**config.mk**
```make
export PLATFORM = sky130hd
export DESIGN_NAME = pipelined_shifter
export DESIGN_NICKNAME = d
export VERILOG_FILES = /design/src/rtl/pipelined_shifter.sv
export SDC_FILE = /design/constraint.sdc
export NUM_CORES = 1
export LEC_CHECK = 0
export CAP_MARGIN = 20
export CORE_MARGIN = 2
export CORE_UTILIZATION = 50
export CTS_CLUSTER_DIAMETER = 100
export DETAILED_ROUTE_END_ITERATION = 7
export PLACE_DENSITY = 0.74
export SLEW_MARGIN = 30
export SYNTH_ARGS = -nofsm -noshare
export SYNTH_HDL_FRONTEND = slang
export SYNTH_SLANG_ARGS = --single-unit
```
**constraint.sdc**
```tcl
create_clock -name clock -period 2.9 [get_ports clock]
set_input_delay 0.29 -clock clock [delete_from_list [all_inputs] [get_ports clock]]
set_output_delay 0.29 -clock clock [all_outputs]
set_load 0.02 [all_outputs]
```
**src/rtl/pipelined_shifter.sv**
```systemverilog
`default_nettype none
// pipelined_shifter: L-stage barrel shifter (SLL/SRL/SRA/ROR) with valid/ready at both ends.
// Revision: 1.0
module pipelined_shifter #(
    parameter  int WIDTH = 32,
    parameter  int TAG_W = 4,
    localparam int L     = $clog2(WIDTH)
) (
    input  logic             clock,
    input  logic             reset_n,
    input  logic             in_valid,
    output logic             in_ready,
    input  logic [WIDTH-1:0] in_data,
    input  logic [L-1:0]     in_amt,
    input  logic [1:0]       in_op,
    input  logic             in_fill,
    input  logic [TAG_W-1:0] in_tag,
    output logic             out_valid,
    input  logic             out_ready,
    output logic [WIDTH-1:0] out_data,
    output logic [TAG_W-1:0] out_tag,
    output logic             out_zero
);

    localparam logic [1:0] OP_SLL = 2'b00;
    localparam logic [1:0] OP_SRA = 2'b10;
    localparam logic [1:0] OP_ROR = 2'b11;

    logic             adv;
    logic             valid_q [L];
    logic [WIDTH-1:0] data_q  [L];
    logic [L-1:0]     amt_q   [L];
    logic [1:0]       op_q    [L];
    logic             fill_q  [L];
    logic             sign_q  [L];
    logic [TAG_W-1:0] tag_q   [L];

    assign adv       = out_ready | ~out_valid;
    assign in_ready  = adv;
    assign out_valid = valid_q[L-1];
    assign out_data  = data_q[L-1];
    assign out_tag   = tag_q[L-1];
    assign out_zero  = ~|data_q[L-1];

    for (genvar k = 0; k < L; k++) begin : g_stage
        // Largest step first: stage k owns amount bit L-1-k.
        localparam int SH = 1 << (L - 1 - k);

        logic             w_valid;
        logic [WIDTH-1:0] w_src;
        logic [L-1:0]     w_amt;
        logic [1:0]       w_op;
        logic             w_fill;
        logic             w_sign;
        logic [TAG_W-1:0] w_tag;
        logic             w_vac;
        logic [WIDTH-1:0] w_shifted;
        logic [WIDTH-1:0] data_d;

        if (k == 0) begin : g_head
            assign w_valid = in_valid & adv;
            assign w_src   = in_data;
            assign w_amt   = in_amt;
            assign w_op    = in_op;
            assign w_fill  = in_fill;
            assign w_sign  = in_data[WIDTH-1];
            assign w_tag   = in_tag;
        end else begin : g_body
            assign w_valid = valid_q[k-1];
            assign w_src   = data_q[k-1];
            assign w_amt   = amt_q[k-1];
            assign w_op    = op_q[k-1];
            assign w_fill  = fill_q[k-1];
            assign w_sign  = sign_q[k-1];
            assign w_tag   = tag_q[k-1];
        end

        always_comb begin
            w_vac     = (w_op == OP_SRA) ? w_sign : w_fill;
            w_shifted = w_src;
            case (w_op)
                OP_SLL:  w_shifted = (w_src << SH) | (w_vac ? ~({WIDTH{1'b1}} << SH) : '0);
                OP_ROR:  w_shifted = (w_src >> SH) | (w_src << (WIDTH - SH));
                default: w_shifted = (w_src >> SH) | (w_vac ? ~({WIDTH{1'b1}} >> SH) : '0);
            endcase
            data_d = w_amt[L-1-k] ? w_shifted : w_src;
        end

        always_ff @(posedge clock or negedge reset_n) begin
            if (!reset_n) begin
                valid_q[k] <= 1'b0;
                data_q[k]  <= '0;
                amt_q[k]   <= '0;
                op_q[k]    <= '0;
                fill_q[k]  <= 1'b0;
                sign_q[k]  <= 1'b0;
                tag_q[k]   <= '0;
            end else if (adv) begin
                valid_q[k] <= w_valid;
                data_q[k]  <= data_d;
                amt_q[k]   <= w_amt;
                op_q[k]    <= w_op;
                fill_q[k]  <= w_fill;
                sign_q[k]  <= w_sign;
                tag_q[k]   <= w_tag;
            end
        end
    end

    // Control fields of the last stage have no consumer.
    logic w_unused;
    assign w_unused = ^{amt_q[L-1], op_q[L-1], fill_q[L-1], sign_q[L-1]};

endmodule
`default_nettype wire
```
==> flow_metrics.env <==
export IMPL_run_status="finished clean"
export IMPL_setup_worst_path_end_class="output pin"
export IMPL_final_cell_mix="211 x dfrtp_1, 205 x nand2_1, 164 x o21ai_0"
export IMPL_synth_top_area_share_pct=49.1
export IMPL_syn_avg_cell_area_um2=8.98
export IMPL_setup_viol=0
export IMPL_rows=53
export IMPL_synth_cells=1198
export IMPL_skew_ps=10.7
export IMPL_diodes=0
export IMPL_synth_adder_area_share_pct=1.63
export IMPL_met3_usage_pct=3.00
export IMPL_top_usage_layer="met2"
export IMPL_arrival_ps=2190
export IMPL_antenna_found_initial=0
export IMPL_slowest_delay_ps=600
export IMPL_grt_pass1_vias=8140
export IMPL_finalCritPeriodShare_pct=85.6
export IMPL_pwr_share_comb_pct=44.5
export IMPL_io_pin_count=87
export IMPL_r2r_end="g_stage[3].w_src[5]$_DFFE_PN0N_"
export IMPL_routed_wl_um=24900
export IMPL_clk_insertion_delay_late_ps=520
export IMPL_start_util_pct=51.0
export IMPL_synth_top_family_by_area="compound AO/OA/AOI/OAI gates"
export IMPL_p_sw_mw=6.59
export IMPL_synth_area_mux_share_pct=0.465
export IMPL_cts_root_buf="clkbuf_16"
export IMPL_yosys_area_share_simple_pct=10.7
export IMPL_cts_buffers=23
export IMPL_synth_area_leaders="dfrtp_1 49%, o21ai_0 7.6%, nand2_1 7.2%"
export IMPL_synth_seq_cells=211
export IMPL_ant_nets=0
export IMPL_internal_power_mw=9.31
export IMPL_placement_io_buffers=86
export IMPL_ir_drop_mv=0.534
export IMPL_synth_xor_area_share_pct=0
export IMPL_worst_pin_slew_ps=901
export IMPL_fill_cells=1834
export IMPL_grt_util_met2_pct=35.1
export IMPL_placed_area_mm2=0.0117
export IMPL_r2r_cells=6
export IMPL_crit_end="out_zero"
export IMPL_drive_above_1_share_pct=7.28
export IMPL_grtUsageTotal_pct=22.5
export IMPL_cp_start_kind="flip-flop"
export IMPL_power_frac_seq_pct=36.3
export IMPL_synth_seq_area_share_pct=49.1
export IMPL_hold_viol_final=0
export IMPL_die_h_um=151
export IMPL_min_period_ps=2480
export IMPL_layout_commonest_cell="dfrtp_1"
export IMPL_routabilityCongestion=0.906
export IMPL_synth_area_leader_cell="dfrtp_1"
export IMPL_slowest_stage="clkdlybuf4s50_1"
export IMPL_post_cts_buffers=0
export IMPL_fp_coreArea_mm2=0.0211
export IMPL_netlist_area_mm2=0.0108
export IMPL_rsz0062_at_grt="no"
export IMPL_grt_overflow=0
export IMPL_pwr_share_clk_pct=19.1
export IMPL_drt_iter0_markers=723
export IMPL_dp_hpwl_um=16300
export IMPL_sw_frac_of_total_pct=41.4
export IMPL_max_freq_ghz=0.403
export IMPL_cp_cell_sequence="nor4_1 -> nand4_1 -> nor2_1 -> clkdlybuf4s50_1"
export IMPL_synth_compound_area_share_pct=33.0
export IMPL_syn_num_nets=1260
export IMPL_wl_per_cell_um=16.4
export IMPL_power_mw=15.9
export IMPL_required_ps=2610
export IMPL_yosysWarnings=0
export IMPL_r2r_slack_ps=730
export IMPL_grt_max_degree=203
export IMPL_cts_tree="yes"
export IMPL_grt_util_met1_pct=33.1
export IMPL_startpoint="out_data[9]$_DFFE_PN0N_"
export IMPL_cts_sinks=211
export IMPL_crit_type="flip-flop to output pin"
export IMPL_max_cap_violations=0
export IMPL_relSlewSlack_pct=40.0
export IMPL_clkTransAtPathRegs_ps=60
export IMPL_area_delta_synth_final_pct=16.0
export IMPL_design_area_mm2=0.0125
export IMPL_crit_fanout=3
export IMPL_grt_pass1_wl_um=42100
export IMPL_die_x_um=151
export IMPL_synthDistinctLibCells=35
export IMPL_nets=1283
export IMPL_drc=0
export IMPL_p_leak_nw=5.71
export IMPL_die_area_mm2=0.0227
export IMPL_rr_startpoint="g_stage[2].w_op[0]$_DFFE_PN0N_"
export IMPL_cts_resized=0
export IMPL_cts_max_level=1
export IMPL_cts_buffer_depth=3
export IMPL_hold_class="input pin to flip-flop"
export IMPL_hold_depth=3
export IMPL_slew_violations=0
export IMPL_firstDrtPassIters=6
export IMPL_vias=8828
export IMPL_viasPerCell=5.84
export IMPL_finalSetupTns_ps=0
export IMPL_cellPowerDensity_mw_per_mm2=1270
[critical path: cells and delay by family, from the launching register on]
kind / cells / cell delay, ps
simple gates: 3 / 670
flops: 1 / 390
buf+inv: 1 / 600
[synth_stat cells, drive strengths merged]
cell and n:
or3b 1, ha 14, clkinv 1, o211ai 1
buf 48, a31oi 22, a22oi 102, nand2 205
nor2b 7, a22o 14, mux2i 5, nor2 31
nand3 1, o21ai 187, inv 10, nand3b 1
nor3 16, o2111ai 1, clkbuf 62, or2 4
a21oi 139, dfrtp 211, a21o 99, nand2b 6
nand4 2, nor4 8
[per-stage QoR]
step | setup slack [ps] | utilization (%) | hold WS [ps] | std cells
floorplan | 1100 | - | -5.59 | 1198
global placement | 708 | 55.4 | 404 | 1470
detailed placement | 651 | 55.4 | 402 | 1470
CTS | 362 | 59.2 | 286 | 1512
global route | 327 | 59.2 | 312 | 1512
finish | 419 | 59.2 | 300 | 1512
[area by class of cell]
| type | instances | area [um2] | share of cell area (%) |
|---|---|---|---|
| flip-flops and latches | 211 | 5280 | 42.3 |
| clock buffers | 28 | 634 | 5.08 |
| well taps | 275 | 344 | 2.76 |
| clock inverters | 13 | 156 | 1.25 |
| repair buffers | 108 | 1080 | 8.67 |
| inverters | 11 | 43.8 | 0.351 |
| multi-input cells | 866 | 4940 | 39.6 |
[registers in the layout, summed over array words and instances (netlist names)]
signal / count
out_data: 32
g_stage.w_op: 8
out_tag: 4
g_stage.w_sign: 4
g_stage.w_valid: 4
g_stage.w_tag: 16
g_stage.w_src: 128
out_valid: 1
g_stage.w_amt: 10
g_stage.w_fill: 4
[kinds of logic (layout without fill, tap and decap cells)]
| group | Yosys count | count (layout) |
|---|---|---|
| adders and majority gates | 14 | 14 |
| buffers and inverters | 121 | 160 |
| muxes | 5 | 5 |
| AOI/OAI and AO/OA | 565 | 565 |
| and+or+nand+nor | 282 | 282 |
| DFF | 211 | 211 |
[how the worst min path moves through the flow]
stage                         start                              end  slack, ps
after floorplan             reset_n  g_stage[1].w_amt[0]$_DFFE_PN0N_         -6
after global placement      reset_n          out_data[9]$_DFFE_PN0N_        400
after detailed placement    reset_n         out_data[11]$_DFFE_PN0N_        400
after CTS                 in_tag[1]  g_stage[1].w_tag[1]$_DFFE_PN0N_        290
after global routing      in_tag[0]  g_stage[1].w_tag[0]$_DFFE_PN0N_        310
final                     in_amt[0]  g_stage[1].w_amt[0]$_DFFE_PN0N_        300
[routing by layer]
| metal | part of all wire, % | vias to the layer above | wire length (um) |
|---|---|---|---|
| met5 | 0 | - | 0 |
| met4 | 2.6 | 0 | 635 |
| met3 | 5.5 | 48 | 1380 |
| met2 | 45 | 283 | 11200 |
| met1 | 47 | 4139 | 11700 |
| li1 | - | 4358 | - |
[repair_timing]
action                                  in CTS  in global routing
endpoints found under the setup margin       0                  0
hold buffers                                 1                  0
hold endpoints to repair                    84                  0
[power by group through the flow]
| stage | Clock (mW) | Combinational [mW] | Sequential, mW |
|---|---|---|---|
| 2_1_floorplan | 0 | 5.25 | 5.63 |
| 3_3_place_gp | 0 | 6.82 | 5.74 |
| 3_5_place_dp | 0 | 7.02 | 5.80 |
| 4_1_cts | 3.10 | 7.06 | 5.75 |
| 5_1_grt | 3.22 | 7.97 | 5.97 |
| 6_report | 3.04 | 7.08 | 5.78 |
No activity file was read; power rests on OpenSTA's default activity.
==> patch (same flow settings) <==
The parameter `WIDTH` goes from 32 to 64.
--- a/src/rtl/pipelined_shifter.sv
+++ b/src/rtl/pipelined_shifter.sv
@@ -2,7 +2,7 @@
 // pipelined_shifter: L-stage barrel shifter (SLL/SRL/SRA/ROR) with valid/ready at both ends.
 // Revision: 1.0
 module pipelined_shifter #(
-    parameter  int WIDTH = 32,
+    parameter  int WIDTH = 64,
     parameter  int TAG_W = 4,
     localparam int L     = $clog2(WIDTH)
 ) (
Ports: changed (resized in_amt, in_data and out_data); port bits go from 87 to 152. No check against the original RTL was run, so the function may have changed too.
==> patch against the unedited design <==
  * The run now ends with DRC left
  * Critical path type unchanged
  * Highest routed layer unchanged
  * Total power rose by 120%
  * Largest cell class unchanged
  * Clock skew up 0.0025 ns
  * Non-clock buffer count rose by 94
  * Synthesized cell count is 110% higher
  * Combinational power is 130% higher
  * Worst hold slack worse by 0.057 ns
  * Synthesized area is 110% higher
  * Utilization shrank 1.3 points
  * Setup slack better by 0.042 ns
  * Routed wire length increased by 150%
  * Sequential cell count increased by 238
  * Cell area increased by 110%
==> patch: results <==
metrics = {
    "route": {
        "met2_length_um": 28160,
        "met3WireLength_um": 3475,
        "vias": 19600,
        "drc_errors": 7,
        "first_pass_iters": 8,
        "first_iter_violations": 2105,
        "drt-wirelength-per-cell_um": 19.44,
        "wl_met1_um": 27020,
    },
    "hold_path": {
        "hp-start": "in_tag[1]",
    },
    "logic_synthesis": {
        "yosysUniqueCellTypes": 36,
        "syn_area_per_cell_um2": 9.058,
        "syn_nets": 2622,
        "ys_seq_area_share_pct": 49.14,
        "synth_area_leaders": "dfrtp_1 (49%), a22oi_1 (9.4%), a21o_1 (8.5%), a21oi_1 (8.1%), o21ai_0 (7.9%)",
        "synthTopCellsByCount": "dfrtp_1 (449), a21oi_1 (370), o21ai_0 (360)",
    },
    "cells_and_area": {
        "drive_above_1_share_pct": 5.797,
        "largest_reg_flops": 320,
        "num-nets-final": 2618,
        "fillers": 3900,
    },
    "global_routing": {
        "grt_pass1_vias": 18220,
        "use_met3_pct": 3.696,
        "met1_usage_pct": 36.47,
        "grt_max_degree": 174,
        "globalRouteMet2Util_pct": 40.80,
        "grt_use_total_pct": 26.02,
        "grt_pass1_wl_um": 100100,
    },
    "clocking": {
        "clock_latency_ns": 0.58,
        "cts_buffers": 47,
        "htree_levels": 2,
    },
    "place": {
        "hpwl_um": 42090,
        "post-place-ws_ns": 0.5542,
        "io_buffers": 151,
        "placed_area_um2": 24630,
        "place.gp.congestion": 0.8794,
        "placed_cells": 3070,
    },
    "run_status": {
        "outcome": "finished, violations left",
        "violations": "DRC",
    },
    "worst_setup_path": {
        "cp_max_fo": 81,
        "crit_arrival_ns": 2.15,
        "startpoint": "out_valid",
        "r2r-start": "g_stage[5].w_op[0]",
    },
    "timing": {
        "clock-skew-final_ns": 0.01329,
        "tightest_slew_ns": 0.8071,
    },
    "power": {
        "ir_drop_uv": 655.7,
    },
}
patch: cell types whose count changed in the layout (fill, tap and decap cells not counted), sizes merged, moves of 50 or more:
cell           change
dfrtp            +238
o21ai            +234
a21oi            +232
a22oi            +184
a21o             +160
clkdlybuf4s50     +63
nand2             +50
patch: logic make-up (layout without fill, tap and decap cells):
family	Yosys count	in the layout	synth area share (%)
adders and majority gates	17	17	0.9303
AOI/OAI and AO/OA	1392	1392	36.95
DFF	449	449	49.14
and+or+nand+nor	393	393	7.508
buffers and inverters	267	296	5.193
muxes	6	6	0.2736
patch: layout make-up:
class	count	area [µm²]	area share, %
Sequential cell	449	11240	42.87
Multi-Input combinational cell	1808	10480	39.97
Timing Repair Buffer	202	2137	8.148
Clock buffer	71	1449	5.524
Tap cell	600	750.7	2.862
Clock inverter	11	112.6	0.4293
Inverter	12	52.55	0.2004
patch: critical path, stage by stage (launching register included):
cell	delay (ns)
dfrtp_1	0.37
nor2b_4	0.17
inv_8	0.32
clkdlybuf4s50_1	0.69
patch: final timing paths:
| kind | end | slack (ns) | cells after the start |
|---|---|---|---|
| max in group asynchronous | g_stage[3].w_src[15] | 1.70 | 3 |
| min in group asynchronous | out_tag[3] | 0.30 | 2 |
| hold / removal | g_stage[1].w_tag[1] | 0.24 | 3 |
| setup / recovery | in_ready | 0.46 | 3 |
| setup reg to reg | out_data[32] | 0.56 | 7 |
| hold reg to reg | g_stage[5].w_valid | 0.46 | 2 |
patch: power breakdown:
group	internal, W	total [W]	switching [W]
logic	0.00711	0.0163	0.00917
registers	0.00938	0.0132	0.00378
clock network	0.00360	0.00603	0.00243
patch: timing repair:
item,4_1_cts,5_1_grt
setup endpoints to repair,1,1
pin swaps,0,0
resized for setup,1,3
hold buffers,1,0
hold endpoints to repair,69,0
